[config.mk]
export PLATFORM = sky130hd
export DESIGN_NAME = pipe_ctrl
export DESIGN_NICKNAME = d
export VERILOG_FILES = /design/src/rtl/pipe_ctrl_pkg.sv /design/src/rtl/hazard_detect.sv /design/src/rtl/pipe_ctrl.sv
export SDC_FILE = /design/constraint.sdc
export NUM_CORES = 1
export LEC_CHECK = 0
export CAP_MARGIN = 20
export CELL_PAD_IN_SITES_DETAIL_PLACEMENT = 1
export CELL_PAD_IN_SITES_GLOBAL_PLACEMENT = 2
export CORE_ASPECT_RATIO = 0.8
export CORE_MARGIN = 2
export CORE_UTILIZATION = 21
export CTS_CLUSTER_SIZE = 20
export DETAILED_ROUTE_END_ITERATION = 10
export HOLD_SLACK_MARGIN = 0.1
export PLACE_DENSITY = 0.82
export SYNTH_ARGS = -nofsm -noshare
export SYNTH_HDL_FRONTEND = slang
export SYNTH_SLANG_ARGS = --single-unit
[constraint.sdc]
create_clock -name clk -period 5.2 [get_ports clk]
set_clock_uncertainty 0.2 [all_clocks]
set_input_delay 0.52 -clock clk [delete_from_list [all_inputs] [get_ports clk]]
set_output_delay 0.52 -clock clk [all_outputs]
set_load 0.1 [all_outputs]
[src/rtl/pipe_ctrl_pkg.sv]
// Shared definitions for the pipeline sequencing controller.
package pipe_ctrl_pkg;

    // Controller state encoding.
    typedef enum logic [1:0] {
        ST_RUN      = 2'd0,
        ST_MUL_WAIT = 2'd1,
        ST_DRAIN    = 2'd2,
        ST_HALTED   = 2'd3
    } state_e;

    // Width of the optional performance counters.
    localparam int unsigned PERF_W = 16;

    // Down-counter width. It is $clog2(mul_lat), widened to at least 2 bits
    // because the same counter is loaded with 2 on entry to DRAIN.
    function automatic int unsigned cnt_width(input int unsigned mul_lat);
        int unsigned w;
        w = $clog2(mul_lat);
        if (w < 2) begin
            w = 2;
        end
        return w;
    endfunction

endpackage

[src/rtl/hazard_detect.sv]
// Load-use hazard comparator: the load in EX writes a register that the ID
// instruction reads. Register 0 is hard-wired and never creates a hazard.
module hazard_detect
    import pipe_ctrl_pkg::*;
#(
    parameter int unsigned REG_AW = 4
) (
    input  logic [REG_AW-1:0] id_rs,
    input  logic [REG_AW-1:0] id_rt,
    input  logic              id_uses_rs,
    input  logic              id_uses_rt,
    input  logic [REG_AW-1:0] ex_rd,
    input  logic              ex_mem_read,
    output logic              load_use
);

    // Match either used source operand against the load destination.
    always_comb begin
        load_use = ex_mem_read
                 & (ex_rd != '0)
                 & ((id_uses_rs & (id_rs == ex_rd)) | (id_uses_rt & (id_rt == ex_rd)));
    end

endmodule

[src/rtl/pipe_ctrl.sv]
// Pipeline sequencing controller for the 5-stage datapath. Produces the
// buffer write-enables and bubble flushes for the PC and the four
// inter-stage buffers from the controller state and current-cycle hazards.
// Optional build macro PIPE_CTRL_PERF_EN adds stall/flush perf counters.
module pipe_ctrl
    import pipe_ctrl_pkg::*;
#(
    parameter int unsigned REG_AW  = 4,
    parameter int unsigned MUL_LAT = 4
) (
    input  logic              clk,
    input  logic              rst,
    input  logic [REG_AW-1:0] id_rs,
    input  logic [REG_AW-1:0] id_rt,
    input  logic              id_uses_rs,
    input  logic              id_uses_rt,
    input  logic              id_halt,
    input  logic [REG_AW-1:0] ex_rd,
    input  logic              ex_mem_read,
    input  logic              ex_mul,
    input  logic              ex_branch_taken,
    input  logic              ext_stall,
    output logic              pc_we,
    output logic              ifid_we,
    output logic              idex_we,
    output logic              exmem_we,
    output logic              memwb_we,
    output logic              ifid_flush,
    output logic              idex_flush,
    output logic              exmem_flush,
    output logic              halted
`ifdef PIPE_CTRL_PERF_EN
    ,
    output logic [PERF_W-1:0] perf_stall_cycles,
    output logic [PERF_W-1:0] perf_flushes
`endif
);

    localparam int unsigned CNT_W = cnt_width(MUL_LAT);

    state_e             state;
    logic [CNT_W-1:0]   cnt;
    logic               load_use;

    hazard_detect #(
        .REG_AW(REG_AW)
    ) u_hazard_detect (
        .id_rs      (id_rs),
        .id_rt      (id_rt),
        .id_uses_rs (id_uses_rs),
        .id_uses_rt (id_uses_rt),
        .ex_rd      (ex_rd),
        .ex_mem_read(ex_mem_read),
        .load_use   (load_use)
    );

    // State and down-counter; everything freezes while memory stalls.
    always_ff @(posedge clk or negedge rst) begin
        if (!rst) begin
            state <= ST_RUN;
            cnt   <= '0;
        end else if (!ext_stall) begin
            case (state)
                ST_RUN: begin
                    if (ex_mul) begin
                        cnt   <= CNT_W'(MUL_LAT - 2);
                        state <= ST_MUL_WAIT;
                    end else if (ex_branch_taken) begin
                        state <= ST_RUN;
                    end else if (id_halt) begin
                        cnt   <= CNT_W'(2);
                        state <= ST_DRAIN;
                    end
                end
                ST_MUL_WAIT: begin
                    if (cnt != '0) begin
                        cnt <= cnt - CNT_W'(1);
                    end else begin
                        state <= ST_RUN;
                    end
                end
                ST_DRAIN: begin
                    // Leave when the count reaches zero: two DRAIN cycles.
                    if (cnt <= CNT_W'(1)) begin
                        cnt   <= '0;
                        state <= ST_HALTED;
                    end else begin
                        cnt <= cnt - CNT_W'(1);
                    end
                end
                default: begin
                    state <= ST_HALTED;
                end
            endcase
        end
    end

    // Same-cycle enable/flush decode; reset and memory stall force all off.
    always_comb begin
        pc_we       = 1'b0;
        ifid_we     = 1'b0;
        idex_we     = 1'b0;
        exmem_we    = 1'b0;
        memwb_we    = 1'b0;
        ifid_flush  = 1'b0;
        idex_flush  = 1'b0;
        exmem_flush = 1'b0;
        halted      = (state == ST_HALTED);
        if (rst && !ext_stall) begin
            case (state)
                ST_RUN: begin
                    if (ex_mul) begin
                        exmem_we    = 1'b1;
                        exmem_flush = 1'b1;
                        memwb_we    = 1'b1;
                    end else if (ex_branch_taken) begin
                        pc_we      = 1'b1;
                        ifid_we    = 1'b1;
                        idex_we    = 1'b1;
                        exmem_we   = 1'b1;
                        memwb_we   = 1'b1;
                        ifid_flush = 1'b1;
                        idex_flush = 1'b1;
                    end else if (id_halt || load_use) begin
                        idex_we    = 1'b1;
                        idex_flush = 1'b1;
                        exmem_we   = 1'b1;
                        memwb_we   = 1'b1;
                    end else begin
                        pc_we    = 1'b1;
                        ifid_we  = 1'b1;
                        idex_we  = 1'b1;
                        exmem_we = 1'b1;
                        memwb_we = 1'b1;
                    end
                end
                ST_MUL_WAIT: begin
                    if (cnt != '0) begin
                        exmem_we    = 1'b1;
                        exmem_flush = 1'b1;
                        memwb_we    = 1'b1;
                    end else begin
                        pc_we    = 1'b1;
                        ifid_we  = 1'b1;
                        idex_we  = 1'b1;
                        exmem_we = 1'b1;
                        memwb_we = 1'b1;
                    end
                end
                ST_DRAIN: begin
                    idex_we    = 1'b1;
                    idex_flush = 1'b1;
                    exmem_we   = 1'b1;
                    memwb_we   = 1'b1;
                end
                default: begin
                end
            endcase
        end
    end

`ifdef PIPE_CTRL_PERF_EN
    // Saturating counts of PC-stall cycles and taken-branch flush cycles.
    always_ff @(posedge clk or negedge rst) begin
        if (!rst) begin
            perf_stall_cycles <= '0;
            perf_flushes      <= '0;
        end else begin
            if (!pc_we && (state != ST_HALTED) && (perf_stall_cycles != '1)) begin
                perf_stall_cycles <= perf_stall_cycles + PERF_W'(1);
            end
            if (ifid_flush && (perf_flushes != '1)) begin
                perf_flushes <= perf_flushes + PERF_W'(1);
            end
        end
    end
`endif

endmodule

# == After elaboration in Yosys (flattened, before gate mapping) ==
# Cells that the tools add are included.
# word_totals
wordCells,66
ff_bits,4
out_inout_bits,9
inputBits,21
# classes
n_bitwise,6
addsub,1
n_eq_ne,11
n_reduce_logical,10
n_lt_le_gt_ge,1
muxes,35
# op_table
op,n
1-bit 2-to-1 mux,20
2-bit 2-to-1 mux,9
2-bit case mux with 3 select lines,2
4-bit equality test,2
"2-bit inequality test, second input constant",3
"3-bit inequality test, second input constant",2
1-bit case mux with 2 select lines,3
5-bit AND reduction,1
1-bit bitwise AND,4
"2-bit equality test, second input constant",2
"4-bit inequality test, second input constant",1
4-bit AND reduction,1
4-bit nonzero test,1
1-bit case mux with 3 select lines,1
3-bit nonzero test,1
3-bit OR reduction,1
"2-bit by 1-bit equality test with 1-bit output, second input constant",1
"2-bit by 1-bit less-or-equal comparator with 1-bit output, second input constant",1
2-bit logical NOT,1
2-bit nonzero test,1
"2-bit by 1-bit subtractor with 2-bit output, second input constant",1
1-bit logical AND,1
1-bit logical NOT,1
1-bit logical OR,1
other kinds (2),2

# == Logic depth before layout (Yosys ltp) ==
# Gate-level depths: netlist of run 1.
# depth
word_depth,10
ltp_mapped,7
mapped_depth_nobuf,7

# == By module ==
# A second synthesis of run 1 with hierarchy kept.
# unflattened
hier_cells,67
area_unflattened_um2,579.3
# modules_own_cells
mod,cells_per_inst,instances,seq_area_each_um2,area_per_inst_um2
pipe_ctrl,53,1,100.1,475.5
hazard_detect,14,1,0.0,103.8

# == Least setup slack after synthesis of run 1 ==
# OpenSTA, ideal clock, no wires.
# synth_timing
kind,reg2out
from,register state[0]
to,output port idex_we
arrival_time_ns,3.467
path_buffers,0
stages_incl_launch_ff,3
t_required_ns,4.480
slack_ns,1.013
path_cell_list,dfrtp_1 > ha_1 > a311oi_1
# synth_between
elab_chain_len,3
word_cells_on_any_way,5
classes_between,eq/ne: 2; mux: 2; reduce/logical: 1
# synth_rtl
element,line_no,source
start: declaration,pipe_ctrl.sv:41,state_e state;
start signal: assignment,pipe_ctrl.sv:60,state <= ST_RUN;
start signal: assignment,pipe_ctrl.sv:67,state <= ST_MUL_WAIT;
start signal: assignment,pipe_ctrl.sv:69,state <= ST_RUN;
"2-bit equality test, or another cell as far along",pipe_ctrl.sv:110,case (state)
1-bit case mux with 3 select lines *,pipe_ctrl.sv:110,
1-bit 2-to-1 mux *,pipe_ctrl.sv:109,if (rst && !ext_stall) begin
end: declaration,pipe_ctrl.sv:25,"output logic idex_we,"
# Every way passes the cells marked *; elsewhere a longest branch is shown, timed or not.

# == Worst setup path after layout of run 1 ==
# layout_timing
from,input port ex_rd[1]
to,output port idex_flush
# layout_between
elab_chain_len,10
word_cells_on_any_way,14
classes_between,eq/ne: 2; mux: 5; bitwise: 5; reduce/logical: 2
# layout_rtl
element,line_no,source
start: declaration,pipe_ctrl.sv:18,"input logic [REG_AW-1:0] ex_rd,"
4-bit equality test,hazard_detect.sv:21,& ((id_uses_rs & (id_rs == ex_rd)) | (id_uses_rt & (id_rt == ex_rd)));
1-bit bitwise AND,hazard_detect.sv:21,
1-bit bitwise OR,hazard_detect.sv:21,
1-bit bitwise AND *,hazard_detect.sv:21,
1-bit logical OR *,pipe_ctrl.sv:124,end else if (id_halt || load_use) begin
1-bit 2-to-1 mux *,pipe_ctrl.sv:124,
1-bit 2-to-1 mux *,pipe_ctrl.sv:116,end else if (ex_branch_taken) begin
1-bit 2-to-1 mux *,pipe_ctrl.sv:112,if (ex_mul) begin
1-bit case mux with 2 select lines *,pipe_ctrl.sv:110,
1-bit 2-to-1 mux *,pipe_ctrl.sv:109,
end: declaration,pipe_ctrl.sv:29,"output logic idex_flush,"
# Marked as above.

==> flow_summary.html, run 1 <==
<table>
<tr><th>Metric</th><th>Value</th></tr>
<tr><th colspan="2">Outcome</th></tr>
<tr><td>Status</td><td>complete, no violations</td></tr>
<tr><th colspan="2">Power and ir drop</th></tr>
<tr><td>Static leakage</td><td>roughly 0.36 nW</td></tr>
<tr><td>Power per unit of standard cell area</td><td>approximately 450 nW/µm²</td></tr>
<tr><td>Share of power burned in the clock network</td><td>under 10%</td></tr>
<tr><td>Total power after layout</td><td>around 400 µW</td></tr>
<tr><td>Switching power</td><td>roughly 230 µW</td></tr>
<tr><td>Net switching fraction of the power</td><td>a little under three fifths</td></tr>
<tr><td>Relative contribution of sequential cells to total power</td><td>between 10% and 20%</td></tr>
<tr><td>Combinational share of power</td><td>between 70% and 80%</td></tr>
<tr><td>Worst voltage drop across the vdd grid</td><td>between 150 and 200 µV</td></tr>
<tr><td>Internal cell power</td><td>171 µW</td></tr>
<tr><th colspan="2">Yosys</th></tr>
<tr><td>Syn Area/Cell</td><td>about 8.0 µm²</td></tr>
<tr><td>Count of warnings emitted by yosys</td><td>0</td></tr>
<tr><td>Cell types occupying the most area after synthesis</td><td>dfrtp_1 (18%), ha_1 (18%), xor2_1 (9.5%), nor2_1 (4.7%), inv_1 (4.1%)</td></tr>
<tr><td>Number of enable-type register cells in the synthesized netlist</td><td>0</td></tr>
<tr><td>Synth Flop Type</td><td>dfrtp_1</td></tr>
<tr><td>Ys async rst share</td><td>100%</td></tr>
<tr><td>Seq cells post-synth</td><td>4</td></tr>
<tr><td>Area share of the largest cell type after synthesis</td><td>18.1%</td></tr>
<tr><td>Most common cell in the synthesized netlist</td><td>ha_1</td></tr>
<tr><td>Gate count of the mapped netlist</td><td>69</td></tr>
<tr><td>Synthesized net count</td><td>98</td></tr>
<tr><td>Yosys cell types</td><td>30</td></tr>
<tr><td>Total standard cell area after synthesis</td><td>about 550 µm²</td></tr>
<tr><td>Library cell occupying the most area in the post-synthesis netlist</td><td>dfrtp_1</td></tr>
<tr><td>Portion of the post-synthesis area used by sequential elements</td><td>a little under a fifth</td></tr>
<tr><td>List of most frequent post-synthesis cells</td><td>ha_1 (8), nor2_1 (7), inv_1 (6), xor2_1 (6), nand2_1 (5)</td></tr>
<tr><th colspan="2">STA</th></tr>
<tr><td>Part of the cycle the worst path needs</td><td>around 74%</td></tr>
<tr><td>Worst Max-Slew Pin Slew</td><td>a little under 1 ns</td></tr>
<tr><td>Setup violation total in the final timing report</td><td>0</td></tr>
<tr><td>Upper clock frequency limit</td><td>roughly 0.26 GHz</td></tr>
<tr><td>Post-layout minimum cycle time</td><td>3.83 ns</td></tr>
<tr><td>Setup TNS</td><td>0 ns</td></tr>
<tr><td>Unrepaired setup endpoints after global routing</td><td>false</td></tr>
<tr><td>Final max-slew violation count</td><td>0</td></tr>
<tr><td>Number of failing hold endpoints at the final stage</td><td>0</td></tr>
<tr><td>Slew margin rel.</td><td>34.9%</td></tr>
<tr><th colspan="2">Final layout</th></tr>
<tr><td>Area of all sequential standard cells</td><td>100 µm²</td></tr>
<tr><td>Fraction of layout instances using a drive strength above 1</td><td>~8.1%</td></tr>
<tr><td>Area used by multi-input combinational logic</td><td>slightly above 400 µm²</td></tr>
<tr><td>Number of nets in the final layout</td><td>130</td></tr>
<tr><td>Fillers</td><td>316</td></tr>
<tr><td>Area grow syn2layout</td><td>61.9%</td></tr>
<tr><td>Final cell utilization of the core</td><td>36.1%</td></tr>
<tr><td># diodes</td><td>0</td></tr>
<tr><th colspan="2">Setup path</th></tr>
<tr><td>Required time at the worst-slack endpoint</td><td>4.48 ns</td></tr>
<tr><td>Crit-path max FO</td><td>3</td></tr>
<tr><td>Worst setup path startpoint</td><td>ex_rd[1]</td></tr>
<tr><td>Arrival time of the worst setup path</td><td>between 3 and 4 ns</td></tr>
<tr><td>Critical Path End Type</td><td>output port</td></tr>
<tr><td>Beginning of the worst register-to-register path</td><td>state[0]$_DFFE_PN0P_</td></tr>
<tr><td>Startpoint types</td><td>primary input</td></tr>
<tr><td>Critical path type</td><td>primary input to output port</td></tr>
<tr><th colspan="2">Drt</th></tr>
<tr><td>Antenna violation net count after detailed routing</td><td>0</td></tr>
<tr><td>Number of design-rule violations left by the first detailed-router iteration</td><td>10</td></tr>
<tr><td>Routed via count</td><td>580</td></tr>
<tr><td>Number of remaining DRC errors</td><td>0</td></tr>
<tr><td>Aggregate routed wire length</td><td>1610 µm</td></tr>
<tr><td>Detailed-routing iteration count for the pre-antenna-repair pass</td><td>4</td></tr>
<tr><td>Detail-routed via count per cell</td><td>around 4.3</td></tr>
<tr><td>Post-DR wirelength/cell</td><td>11.9 µm</td></tr>
<tr><th colspan="2">Placement</th></tr>
<tr><td>Sum of net half-perimeters after detailed placement</td><td>1470 µm</td></tr>
<tr><td>Final RePlAce weighted congestion</td><td>0.747</td></tr>
<tr><td>Number of buffers inserted by port buffering</td><td>29</td></tr>
<tr><th colspan="2">GRT</th></tr>
<tr><td>GRT Residual Overflow</td><td>0</td></tr>
<tr><td>Pin count of the biggest net entering global routing</td><td>8</td></tr>
<tr><td>All-layer global routing usage</td><td>between 10% and 20%</td></tr>
<tr><td>Wire length of the first global-routing pass</td><td>~2800 µm</td></tr>
<tr><td>Number of antenna violations at the first check in global routing</td><td>0</td></tr>
<tr><td>Via count of the first global-routing pass</td><td>slightly above 600</td></tr>
<tr><th colspan="2">Clocking</th></tr>
<tr><td>Deepest level of the CTS H-tree</td><td>1</td></tr>
<tr><td>Clock tree from TritonCTS</td><td>done</td></tr>
<tr><td>Root buf cell</td><td>clkbuf_4</td></tr>
<tr><td>Clock latency of the later-clocked register in the worst-skew pair</td><td>0.23 ns</td></tr>
<tr><td>Inserted Clock Buffers</td><td>3</td></tr>
<tr><td>Clock Tree Buf Depth</td><td>2</td></tr>
<tr><td>Hold-fix buffer count after cts</td><td>0</td></tr>
<tr><td>Number of buffers inserted by post-CTS setup repair</td><td>0</td></tr>
<tr><td>Quantity of gates resized following cts</td><td>0</td></tr>
<tr><td>Clock edge transition at the registers on the reported setup and hold paths</td><td>0.03 ns</td></tr>
<tr><td>CTS sink cnt</td><td>4</td></tr>
<tr><th colspan="2">Die</th></tr>
<tr><td>I/O pin count</td><td>30</td></tr>
<tr><td>Core area</td><td>between 2000 and 2500 µm²</td></tr>
<tr><td>Horiz. Die Dim</td><td>between 60 and 70 µm</td></tr>
<tr><td>Die extent in y</td><td>50.0 µm</td></tr>
<tr><td>Row Count</td><td>16</td></tr>
<tr><td>Initial cell density of the core</td><td>between 20% and 30%</td></tr>
<tr><td>Overall die area</td><td>3070 µm²</td></tr>
<tr><th colspan="2">Job</th></tr>
<tr><td>Max-cap violations</td><td>0</td></tr>
<tr><th colspan="2">Hold path</th></tr>
<tr><td>Type of the most critical hold path</td><td>primary input to async pin</td></tr>
</table>
-- per-stage QoR --
stage | instance area [µm²] | hold slack (ns) | setup slack (ns) | cells
after global placement | 875 | 0.350 | 1.40 | 132
after CTS | 897 | 0.321 | 1.35 | 135
after detailed placement | 875 | 0.383 | 1.35 | 132
after global routing | 897 | 0.328 | 1.27 | 135
after floorplan | 554 | 0.0244 | 1.01 | 69
final | 897 | 0.327 | 1.37 | 135
-- state kept, by name (all words and copies together), names as in the netlist --
name,count
state,2
cnt,2
-- critical path, cell delays in order --
cell and delay (ns):
clkdlybuf4s50_1 0.47, xor2_1 0.19, nor3_1 0.21, nand3_1 0.11, a21o_1 0.17, a221oi_1 0.24, clkdlybuf4s50_1 1.19
-- per-layer routing --
| layer | up-vias | routed length, µm | global-route usage (%) |
|---|---|---|---|
| met2 | 8 | 732 | 19.5 |
| met4 | 0 | 0 | 4.26 |
| li1 | 304 | - | - |
| met1 | 268 | 832 | 17.5 |
| met5 | - | 0 | 0 |
| met3 | 0 | 47 | 1.57 |
-- area by class of cell --
cell class | instances | area share [%]
multi-input cells | 56 | 46.0
repair buffers | 29 | 32.4
flip-flops and latches | 4 | 11.2
well taps | 36 | 5.02
inverters | 7 | 2.93
clock buffers | 3 | 2.51
-- cell usage in the layout, fill, tap and decap left out --
cell             Yosys  final
nor3_1               4      4
nand2_2              1      1
nor2_1               7      7
clkbuf_4             0      3
nand3b_2             1      1
nand2b_2             1      1
clkdlybuf4s50_1      0     29
a21oi_1              2      2
nor4_1               1      1
nand3_1              2      2
inv_1                6      6
a22oi_1              1      1
o311ai_1             1      1
nor2b_1              1      1
o21ai_0              2      2
a221oi_1             1      1
or4_4                1      1
o21ai_1              2      2
xnor2_1              2      2
xor2_1               6      6
clkinv_1             1      1
a22o_1               1      1
o31ai_1              1      1
ha_1                 8      8
nand2_1              5      5
a2111oi_2            1      1
a311oi_1             1      1
a21o_1               1      1
dfrtp_1              4      4
o41ai_1              1      1
nand2b_1             1      1
-- cell families (layout without fill, tap and decap cells) --
kind of cell,after synthesis,count (layout),synth area share (%)
adders and majority gates,8,8,18.1
xor gates and xnor gates,8,8,12.6
buffers and inverters,9,39,7.45
AOI/OAI and AO/OA,15,15,20.1
DFF,4,4,18.1
and+or+nand+nor,25,25,23.7
-- power by group through the flow --
stage                     Combinational, mW  Clock (mW)  Sequential [mW]
after floorplan                       0.232           0           0.0586
after global placement                0.304           0           0.0609
after detailed placement              0.307           0           0.0630
after CTS                             0.308      0.0389           0.0626
after global routing                  0.339      0.0420           0.0660
final                                 0.303      0.0364           0.0624
-- path summary, 6_finish.rpt --
path                                        endpoint  slack (ns)  depth (start not counted)
worst max-delay path                      idex_flush        1.37                          7
worst min-delay path            state[0]$_DFFE_PN0P_        0.33                          1
worst max register to register    cnt[1]$_DFFE_PN0P_        3.03                          7
worst min register to register    cnt[0]$_DFFE_PN0P_        0.39                          2
max in group asynchronous         cnt[0]$_DFFE_PN0P_        4.27                          1
min in group clk                  cnt[0]$_DFFE_PN0P_        0.39                          2
Note: power is estimated with default switching activity, not from simulation.
==> run 2, diff against run 1 <==
Settings changed: CORE_UTILIZATION 21 to 20, PLACE_DENSITY 0.82 to 0.78.
Clock period 5.2 ns to 3.9 ns, I/O delays scaled along.
==> flow_summary.html, run 2 (synthesized netlist as in run 1, its figures left out) <==
<table>
<tr><th>Metric</th><th>Value</th></tr>
<tr><th colspan="2">Outcome</th></tr>
<tr><td>Status</td><td>complete, no violations</td></tr>
<tr><th colspan="2">Clocking</th></tr>
<tr><td>Clock edge transition at the registers on the reported setup and hold paths</td><td>~0.04 ns</td></tr>
<tr><td>Root buf cell</td><td>clkbuf_4</td></tr>
<tr><td>Clock latency of the later-clocked register in the worst-skew pair</td><td>roughly 0.25 ns</td></tr>
<tr><td>Quantity of gates resized following cts</td><td>0</td></tr>
<tr><td>Clock Tree Buf Depth</td><td>2</td></tr>
<tr><td>Number of buffers inserted by post-CTS setup repair</td><td>0</td></tr>
<tr><td>Deepest level of the CTS H-tree</td><td>1</td></tr>
<tr><td>Inserted Clock Buffers</td><td>3</td></tr>
<tr><td>Hold-fix buffer count after cts</td><td>0</td></tr>
<tr><td>Clock tree from TritonCTS</td><td>done</td></tr>
<tr><td>CTS sink cnt</td><td>4</td></tr>
<tr><th colspan="2">Drt</th></tr>
<tr><td>Routed via count</td><td>approximately 600</td></tr>
<tr><td>Post-DR wirelength/cell</td><td>between 10 and 15 µm</td></tr>
<tr><td>Detailed-routing iteration count for the pre-antenna-repair pass</td><td>2</td></tr>
<tr><td>Antenna violation net count after detailed routing</td><td>0</td></tr>
<tr><td>Aggregate routed wire length</td><td>about 1700 µm</td></tr>
<tr><td>Number of design-rule violations left by the first detailed-router iteration</td><td>4</td></tr>
<tr><td>Number of remaining DRC errors</td><td>0</td></tr>
<tr><td>Detail-routed via count per cell</td><td>4.32</td></tr>
<tr><th colspan="2">Power and ir drop</th></tr>
<tr><td>Total power after layout</td><td>around 550 µW</td></tr>
<tr><td>Power per unit of standard cell area</td><td>between 600 and 700 nW/µm²</td></tr>
<tr><td>Worst voltage drop across the vdd grid</td><td>around 220 µV</td></tr>
<tr><td>Static leakage</td><td>~0.38 nW</td></tr>
<tr><th colspan="2">Die</th></tr>
<tr><td>Horiz. Die Dim</td><td>62.9 µm</td></tr>
<tr><td>Initial cell density of the core</td><td>about 21%</td></tr>
<tr><td>Die extent in y</td><td>51.1 µm</td></tr>
<tr><td>I/O pin count</td><td>30</td></tr>
<tr><td>Core area</td><td>2700 µm²</td></tr>
<tr><td>Row Count</td><td>17</td></tr>
<tr><td>Overall die area</td><td>between 3000 and 4000 µm²</td></tr>
<tr><th colspan="2">Setup path</th></tr>
<tr><td>Required time at the worst-slack endpoint</td><td>about 3.3 ns</td></tr>
<tr><td>Critical path's largest stage delay</td><td>0.48 ns</td></tr>
<tr><td>Arrival time of the worst setup path</td><td>~2.2 ns</td></tr>
<tr><td>Crit-path max FO</td><td>3</td></tr>
<tr><td>Critical path type</td><td>primary input to output port</td></tr>
<tr><td>Buf/Inv on CP</td><td>2</td></tr>
<tr><td>Cell family contributing the most delay on the critical path</td><td>buffers and inverters</td></tr>
<tr><td>Startpoint types</td><td>primary input</td></tr>
<tr><td>Cell Chain, Critical Path</td><td>clkdlybuf4s50_1, xor2_1, nor3_1, nand3_1, a21o_1, a221oi_1, buf_4</td></tr>
<tr><td>CP max stage cell</td><td>clkdlybuf4s50_1</td></tr>
<tr><td>Critical Path End Type</td><td>output port</td></tr>
<tr><th colspan="2">Final layout</th></tr>
<tr><td>Most frequent standard cell in the layout excluding fill and tap cells</td><td>clkdlybuf4s50_1</td></tr>
<tr><td>Area grow syn2layout</td><td>59.8%</td></tr>
<tr><td>Fraction of layout instances using a drive strength above 1</td><td>about 17%</td></tr>
<tr><td>Leading registers by flop count</td><td>cnt (2), state (2)</td></tr>
<tr><td>Area of all sequential standard cells</td><td>around 100 µm²</td></tr>
<tr><td>Post-route cell area</td><td>between 800 and 900 µm²</td></tr>
<tr><td>Commonest non-fill, non-tap cells in the layout</td><td>clkdlybuf4s50_1 (21), ha_1 (8), buf_4 (8)</td></tr>
<tr><td># diodes</td><td>0</td></tr>
<tr><td>Area used by multi-input combinational logic</td><td>around 420 µm²</td></tr>
<tr><td>Number of nets in the final layout</td><td>130</td></tr>
<tr><td>Fillers</td><td>about 330</td></tr>
<tr><th colspan="2">STA</th></tr>
<tr><td>Fin Hold WS</td><td>0.153 ns</td></tr>
<tr><td>Post-layout minimum cycle time</td><td>2.82 ns</td></tr>
<tr><td>Part of the cycle the worst path needs</td><td>between 70 and 80%</td></tr>
<tr><td>Slew margin rel.</td><td>35.7%</td></tr>
<tr><td>Post-route setup slack</td><td>about 1.1 ns</td></tr>
<tr><td>Setup TNS</td><td>0 ns</td></tr>
<tr><td>Worst Max-Slew Pin Slew</td><td>between 0.9 and 1 ns</td></tr>
<tr><td>Final max-slew violation count</td><td>0</td></tr>
<tr><td>Unrepaired setup endpoints after global routing</td><td>false</td></tr>
<tr><td>Upper clock frequency limit</td><td>roughly 0.35 GHz</td></tr>
<tr><td>Number of failing hold endpoints at the final stage</td><td>0</td></tr>
<tr><td>Setup violation total in the final timing report</td><td>0</td></tr>
<tr><th colspan="2">GRT</th></tr>
<tr><td>GRT Residual Overflow</td><td>0</td></tr>
<tr><td>Pin count of the biggest net entering global routing</td><td>8</td></tr>
<tr><td>All-layer global routing usage</td><td>a little under an eighth</td></tr>
<tr><td>Wire length of the first global-routing pass</td><td>around 3000 µm</td></tr>
<tr><td>Via count of the first global-routing pass</td><td>approximately 600</td></tr>
<tr><td>Number of antenna violations at the first check in global routing</td><td>0</td></tr>
<tr><th colspan="2">Placement</th></tr>
<tr><td>Number of buffers inserted by port buffering</td><td>29</td></tr>
<tr><td>Final RePlAce weighted congestion</td><td>about 0.78</td></tr>
<tr><td>Placement-stage cell area</td><td>863 µm²</td></tr>
<tr><td>Pre-CTS worst setup slack</td><td>~1.1 ns</td></tr>
<tr><td>Sum of net half-perimeters after detailed placement</td><td>about 1500 µm</td></tr>
<tr><th colspan="2">Hold path</th></tr>
<tr><td>Type of the most critical hold path</td><td>primary input to async pin</td></tr>
<tr><th colspan="2">Job</th></tr>
<tr><td>Max-cap violations</td><td>0</td></tr>
</table>
## run 2: cell count changes in the layout (fill, tap and decap cells not counted), sizes merged
cell and change:
buf +8, clkdlybuf4s50 -8
## run 2: path summary, 6_finish.rpt
path / start / to / slack, ns / cells past startpoint
hold reg to reg: cnt[0]$_DFFE_PN0P_ / cnt[0]$_DFFE_PN0P_ / 0.39 / 2
setup reg to reg: state[0]$_DFFE_PN0P_ / cnt[1]$_DFFE_PN0P_ / 1.71 / 7
min in group clk: cnt[0]$_DFFE_PN0P_ / cnt[0]$_DFFE_PN0P_ / 0.39 / 2
hold / removal: rst / cnt[1]$_DFFE_PN0P_ / 0.15 / 1
max in group asynchronous: rst / state[1]$_DFFE_PN0P_ / 3.16 / 1
setup / recovery: ex_rd[0] / idex_flush / 1.08 / 7
## run 2: final cells by class
cell class / count / area share, %
Multi-Input combinational cell: 56 / 47.3
Clock buffer: 3 / 2.54
Inverter: 7 / 2.97
Tap cell: 38 / 5.37
Sequential cell: 4 / 11.3
Timing Repair Buffer: 29 / 30.5
## run 2: layer usage
layer	up-vias	GRT usage, %	part of all wire [%]
li1	302	-	-
met1	275	15.2	49
met2	11	19.0	46
met3	4	3.96	4.1
met4	0	4.44	1.5
met5	-	0	0
## run 2: per-stage QoR
| stage | instances | utilization, % |
|---|---|---|
| final | 137 | 32.8 |
| after CTS | 137 | 32.8 |
| after floorplan | 69 | - |
| after global routing | 137 | 32.8 |
| after detailed placement | 134 | 32.0 |
| after global placement | 134 | 32.0 |
## run 2: worst register-to-register path, delay by kind of cell (launching register included)
kind                     cells  cell delay, ns
buffers and inverters        1            0.09
AND/OR/NAND/NOR              3            0.70
flip-flops                   1            0.38
AO/OA/AOI/OAI                2            0.41
adder cells (fa/ha/maj)      1            0.27
## run 2: report_power, final
group | internal [mW] | switching, mW
logic | 0.129 | 0.278
clock network | 0.0347 | 0.0210
registers | 0.0632 | 0.0206
total | 0.227 | 0.320
